File: src/rtl/mem_port_arbiter.sv
// Arbiter that shares one single-port memory between instruction fetch and data access.
// The data side always wins. Each access waits for an ack, with a watchdog, and ends with a one-cycle ready pulse.
module mem_port_arbiter #(
    parameter int ADDR_W   = 32,
    parameter int DATA_W   = 32,
    parameter int MAX_WAIT = 15
) (
    input  logic              clock,
    input  logic              reset,
    input  logic              if_req,
    input  logic [ADDR_W-1:0] if_addr,
    output logic [DATA_W-1:0] if_rdata,
    output logic              if_ready,
    input  logic              dm_read,
    input  logic              dm_write,
    input  logic [ADDR_W-1:0] dm_addr,
    input  logic [DATA_W-1:0] dm_wdata,
    output logic [DATA_W-1:0] dm_rdata,
    output logic              dm_ready,
    output logic              stall,
    output logic              mem_en,
    output logic              mem_we,
    output logic [ADDR_W-1:0] mem_addr,
    output logic [DATA_W-1:0] mem_wdata,
    input  logic [DATA_W-1:0] mem_rdata,
    input  logic              mem_ack,
    output logic              timeout_err
);
    localparam int CNT_W = $clog2(MAX_WAIT + 1);
    localparam logic [CNT_W-1:0] WAIT_LAST = CNT_W'(MAX_WAIT - 1);

    typedef enum logic [1:0] {IDLE, IF_ACC, DM_ACC, DONE} state_t;

    state_t           state;
    logic [CNT_W-1:0] wait_cnt;
    logic             dm_req;
    logic             acc_end;

    assign dm_req  = dm_read | dm_write;
    assign stall   = (if_req & ~if_ready) | (dm_req & ~dm_ready);
    // An access ends on ack, or when the cycle about to reach MAX_WAIT still has no ack.
    assign acc_end = mem_ack | (wait_cnt == WAIT_LAST);

    always_ff @(posedge clock or negedge reset) begin
        if (!reset) begin
            state       <= IDLE;
            wait_cnt    <= '0;
            mem_en      <= 1'b0;
            mem_we      <= 1'b0;
            mem_addr    <= '0;
            mem_wdata   <= '0;
            if_rdata    <= '0;
            dm_rdata    <= '0;
            if_ready    <= 1'b0;
            dm_ready    <= 1'b0;
            timeout_err <= 1'b0;
        end else begin
            case (state)
                IDLE: begin
                    if (dm_req) begin
                        state     <= DM_ACC;
                        mem_en    <= 1'b1;
                        mem_we    <= dm_write;
                        mem_addr  <= dm_addr;
                        mem_wdata <= dm_wdata;
                    end else if (if_req) begin
                        state    <= IF_ACC;
                        mem_en   <= 1'b1;
                        mem_we   <= 1'b0;
                        mem_addr <= if_addr;
                    end
                end
                IF_ACC, DM_ACC: begin
                    if (acc_end) begin
                        state    <= DONE;
                        wait_cnt <= '0;
                        mem_en   <= 1'b0;
                        mem_we   <= 1'b0;
                        if (!mem_ack) timeout_err <= 1'b1;
                        if (state == IF_ACC) begin
                            if_ready <= 1'b1;
                            if_rdata <= mem_ack ? mem_rdata : '0;
                        end else begin
                            dm_ready <= 1'b1;
                            // A write ack leaves the load register untouched; a timeout zeroes it.
                            if (!mem_ack)     dm_rdata <= '0;
                            else if (!mem_we) dm_rdata <= mem_rdata;
                        end
                    end else begin
                        wait_cnt <= wait_cnt + CNT_W'(1);
                    end
                end
                DONE: begin
                    if_ready <= 1'b0;
                    dm_ready <= 1'b0;
                    state    <= IDLE;
                end
                default: state <= IDLE;
            endcase
        end
    end
endmodule

File: config.mk
export PLATFORM = sky130hd
export DESIGN_NAME = mem_port_arbiter
export DESIGN_NICKNAME = d
export VERILOG_FILES = /design/src/rtl/mem_port_arbiter.sv
export SDC_FILE = /design/constraint.sdc
export NUM_CORES = 1
export LEC_CHECK = 0
export CAP_MARGIN = 0
export CORE_MARGIN = 8
export CORE_UTILIZATION = 38
export DETAILED_ROUTE_END_ITERATION = 10
export GPL_TIMING_DRIVEN = 1
export PLACE_DENSITY = 0.8
export SYNTH_ARGS = -nofsm -noshare
export SYNTH_HDL_FRONTEND = slang
export SYNTH_SLANG_ARGS = --single-unit
export TNS_END_PERCENT = 5
File: constraint.sdc
create_clock -name clock -period 1.67 [get_ports clock]
set_input_delay 0.334 -clock clock [delete_from_list [all_inputs] [get_ports clock]]
set_output_delay 0.334 -clock clock [all_outputs]
set_load 0.1 [all_outputs]
==> metrics.txt, run 1 <==
status=finished, violations left; failing checks=negative setup slack; final WL=22.38 mm; Buf+Inv Stages, Crit Path=2; Final setup viols=32; Top FF cell, synth=dfrtp_1; WP data arrival=2010 ps; RSZ-0062 raised after global routing=yes; Critical Path, Cell by Cell=inv_2, ha_4, nand2b_4, buf_4, a211o_4, a32o_1; #FFs+latches synth=139; highest metal used=met4; vias in the first global route=5653; GRT Total Usage=21.93%; Final Hold Vio Count=0; Longest Clk Path Bufs=2; minimum clock period=1715 ps; achievable frequency=583.2 MHz; Routed Antenna Nets=0; Mapped Area=5984 sq um; total gr overflow=0; Die Width=141.5 um; Finished Core Util=72.07%; Vias per Instance=5.089; routed length on met2=11.72 mm; critical path launch point type=flop; row count=46; share of layout cells above drive strength 1=32.83%; die span in y=141.5 um; Worst-path clk slew=60 ps; Synthesized Nets=632; ranking of synthesized cells by area=dfrtp_1, mux2i_1, o21ai_0, a32o_1, mux2_2; Slew Limit Fails=0; Critical Path Sink Type=flop; clk_lat worst skew=410 ps; most frequent cells in the layout=buf_12, dfrtp_1, clkdlybuf4s50_1; Worst Tran Pin Value=677.5 ps; Mean Syn Cell Area=12.19 sq um; Worst Path Required=1960 ps; vias post-DR=5135; Layout area overhead=88.52%; initial antenna violation count=1; Worst Hold Class=primary input to asynchronous set/reset pin; Slew HR=54.83%; largest area contributor in the netlist=dfrtp_1; routability cong.=0.8968; Starting Density=38.23%; Die Area=20020 sq um; crit-path max cell delay=420 ps; design area=11280 sq um; fill cell total of the finished layout=1025; first-pass GRT wire length=33.74 mm; Root Buffer=clkbuf_16; dpl cell area=10300 sq um; post-route setup slack=-44.58 ps; met1 wire length=8.251 mm; first-pass iteration count of the detailed router=4; distinct cell type count after synthesis=39; CORE AREA=15660 sq um; Synth Instances=491; number of synthesized flops with an enable pin=0; IO Pins=268; final worst-path cycle share=102.7%; Sink Count=139; DR DRC count=0; CTS tree=built; clock skew=9.609 ps; FFs w/ async S/R, synth=100.0%; met3 routed wirelength=2.055 mm; register area share after synthesis=58.12%; CTS buffer count=17; initial DRC count=248; critical path class=flop to flop; post-synth top area share=58.12%; nets@finish=920; Yosys warnings=0; commonest non-fill, non-tap cell in the layout=buf_12; DR WL/cell=22.18 um; Critical Path Fanout Max=8; hpwl dp=15.70 mm; pin count of the biggest net entering global routing=66; H-tree depth=4; Top delay family on crit path=compound AO/OA/AOI/OAI gates; critical path's slowest cell=dfrtp_1; IO Port Bufs=267; Max-cap violations=0
[flip-flops by register name (all words and copies together) (netlist names)]
name         cells
if_ready         1
mem_wdata       32
mem_we           1
dm_ready         1
timeout_err      1
mem_addr        32
mem_en           1
if_rdata        32
state            2
wait_cnt         4
dm_rdata        32
[final cells by class]
cell class                      count  area, sq um  area share (%)
Antenna cell                        1        2.502         0.02218
Clock buffer                       19        442.9           3.926
Clock inverter                     13        235.2           2.085
Inverter                           40        150.1           1.331
Multi-Input combinational cell    275         2201           19.51
Sequential cell                   139         3482           30.86
Tap cell                          216        270.3           2.395
Timing Repair Buffer              306         4498           39.87
[cell families (layout without fill, tap and decap cells)]
group / after synthesis / count (layout) / share of synthesized area, %
AND/OR/NAND/NOR: 79 / 79 / 7.087
multiplexers: 70 / 70 / 12.40
buffers and inverters: 80 / 378 / 7.652
adder cells (fa/ha/maj): 7 / 7 / 1.463
AO/OA/AOI/OAI: 116 / 119 / 13.28
flip-flops: 139 / 139 / 58.12
other: 0 / 1 / 0
[synthesized netlist by cell type (2+ instances only)]
cell type and number:
dfrtp_1 139, o21ai_0 67, inv_1 40, mux2i_1 37
nand2_1 34, a32o_1 32, nand4_1 32, mux2_2 26
clkbuf_1 12, buf_2 10, buf_6 8, clkbuf_8 8
ha_1 7, mux2_1 7, o22ai_1 4, nand3_1 3
a21oi_1 2, nor2b_1 2
[metal layers]
metal | GRT usage [%] | up-vias
met5 | 0 | -
met3 | 8.703 | 22
li1 | - | 2348
met4 | 7.462 | 0
met1 | 23.76 | 2528
met2 | 38.37 | 237
[per-stage QoR]
step                std cells  TNS (ps)  hold WS [ps]  setup slack, ps
floorplan                 491     -2568         38.41           -102.5
global placement          963     -9891         271.9           -150.9
detailed placement        963    -15130         281.1           -195.2
CTS                      1000    -195.5         394.2           -20.65
global route             1009     -2171         454.6           -82.48
finish                   1009    -664.4         424.7           -44.58
[what timing repair did]
item / CTS / global route
hold endpoints to repair: 38 / 0
endpoints found under the setup margin: 68 / 46
gates cloned: 2 / 5
setup buffers: 2 / 3
resized for setup: 17 / 11
pin swaps: 3 / 8
hold buffers: 1 / 0
[path summary, 6_finish.rpt]
check                                    startpoint                       end  slack [ps]  cells past startpoint
max in group asynchronous                     reset  mem_addr[18]$_DFFE_PN0P_         640                      3
min in group clock                          mem_ack   wait_cnt[3]$_DFFE_PN0N_         520                      3
max                            state[0]$_DFFE_PN0P_  dm_rdata[30]$_DFFE_PN0P_         -40                      6
max reg2reg                    state[0]$_DFFE_PN0P_  dm_rdata[30]$_DFFE_PN0P_         -40                      6
min                                           reset  mem_addr[28]$_DFFE_PN0P_         420                      2
min reg2reg                mem_addr[23]$_DFFE_PN0P_  mem_addr[23]$_DFFE_PN0P_         540                      2
Power of run 1 is left out: the tool's default activity adds up to more than one toggle a clock period on the data nets, which glitch-free logic cannot reach.
==> inputs of run 2 (changes only) <==
Settings changed: ABC_AREA set to 0.
==> results of run 2 <==
Final layout, timing and power as in run 1 (identical DEF).
Power of run 2 is left out for the same reason.
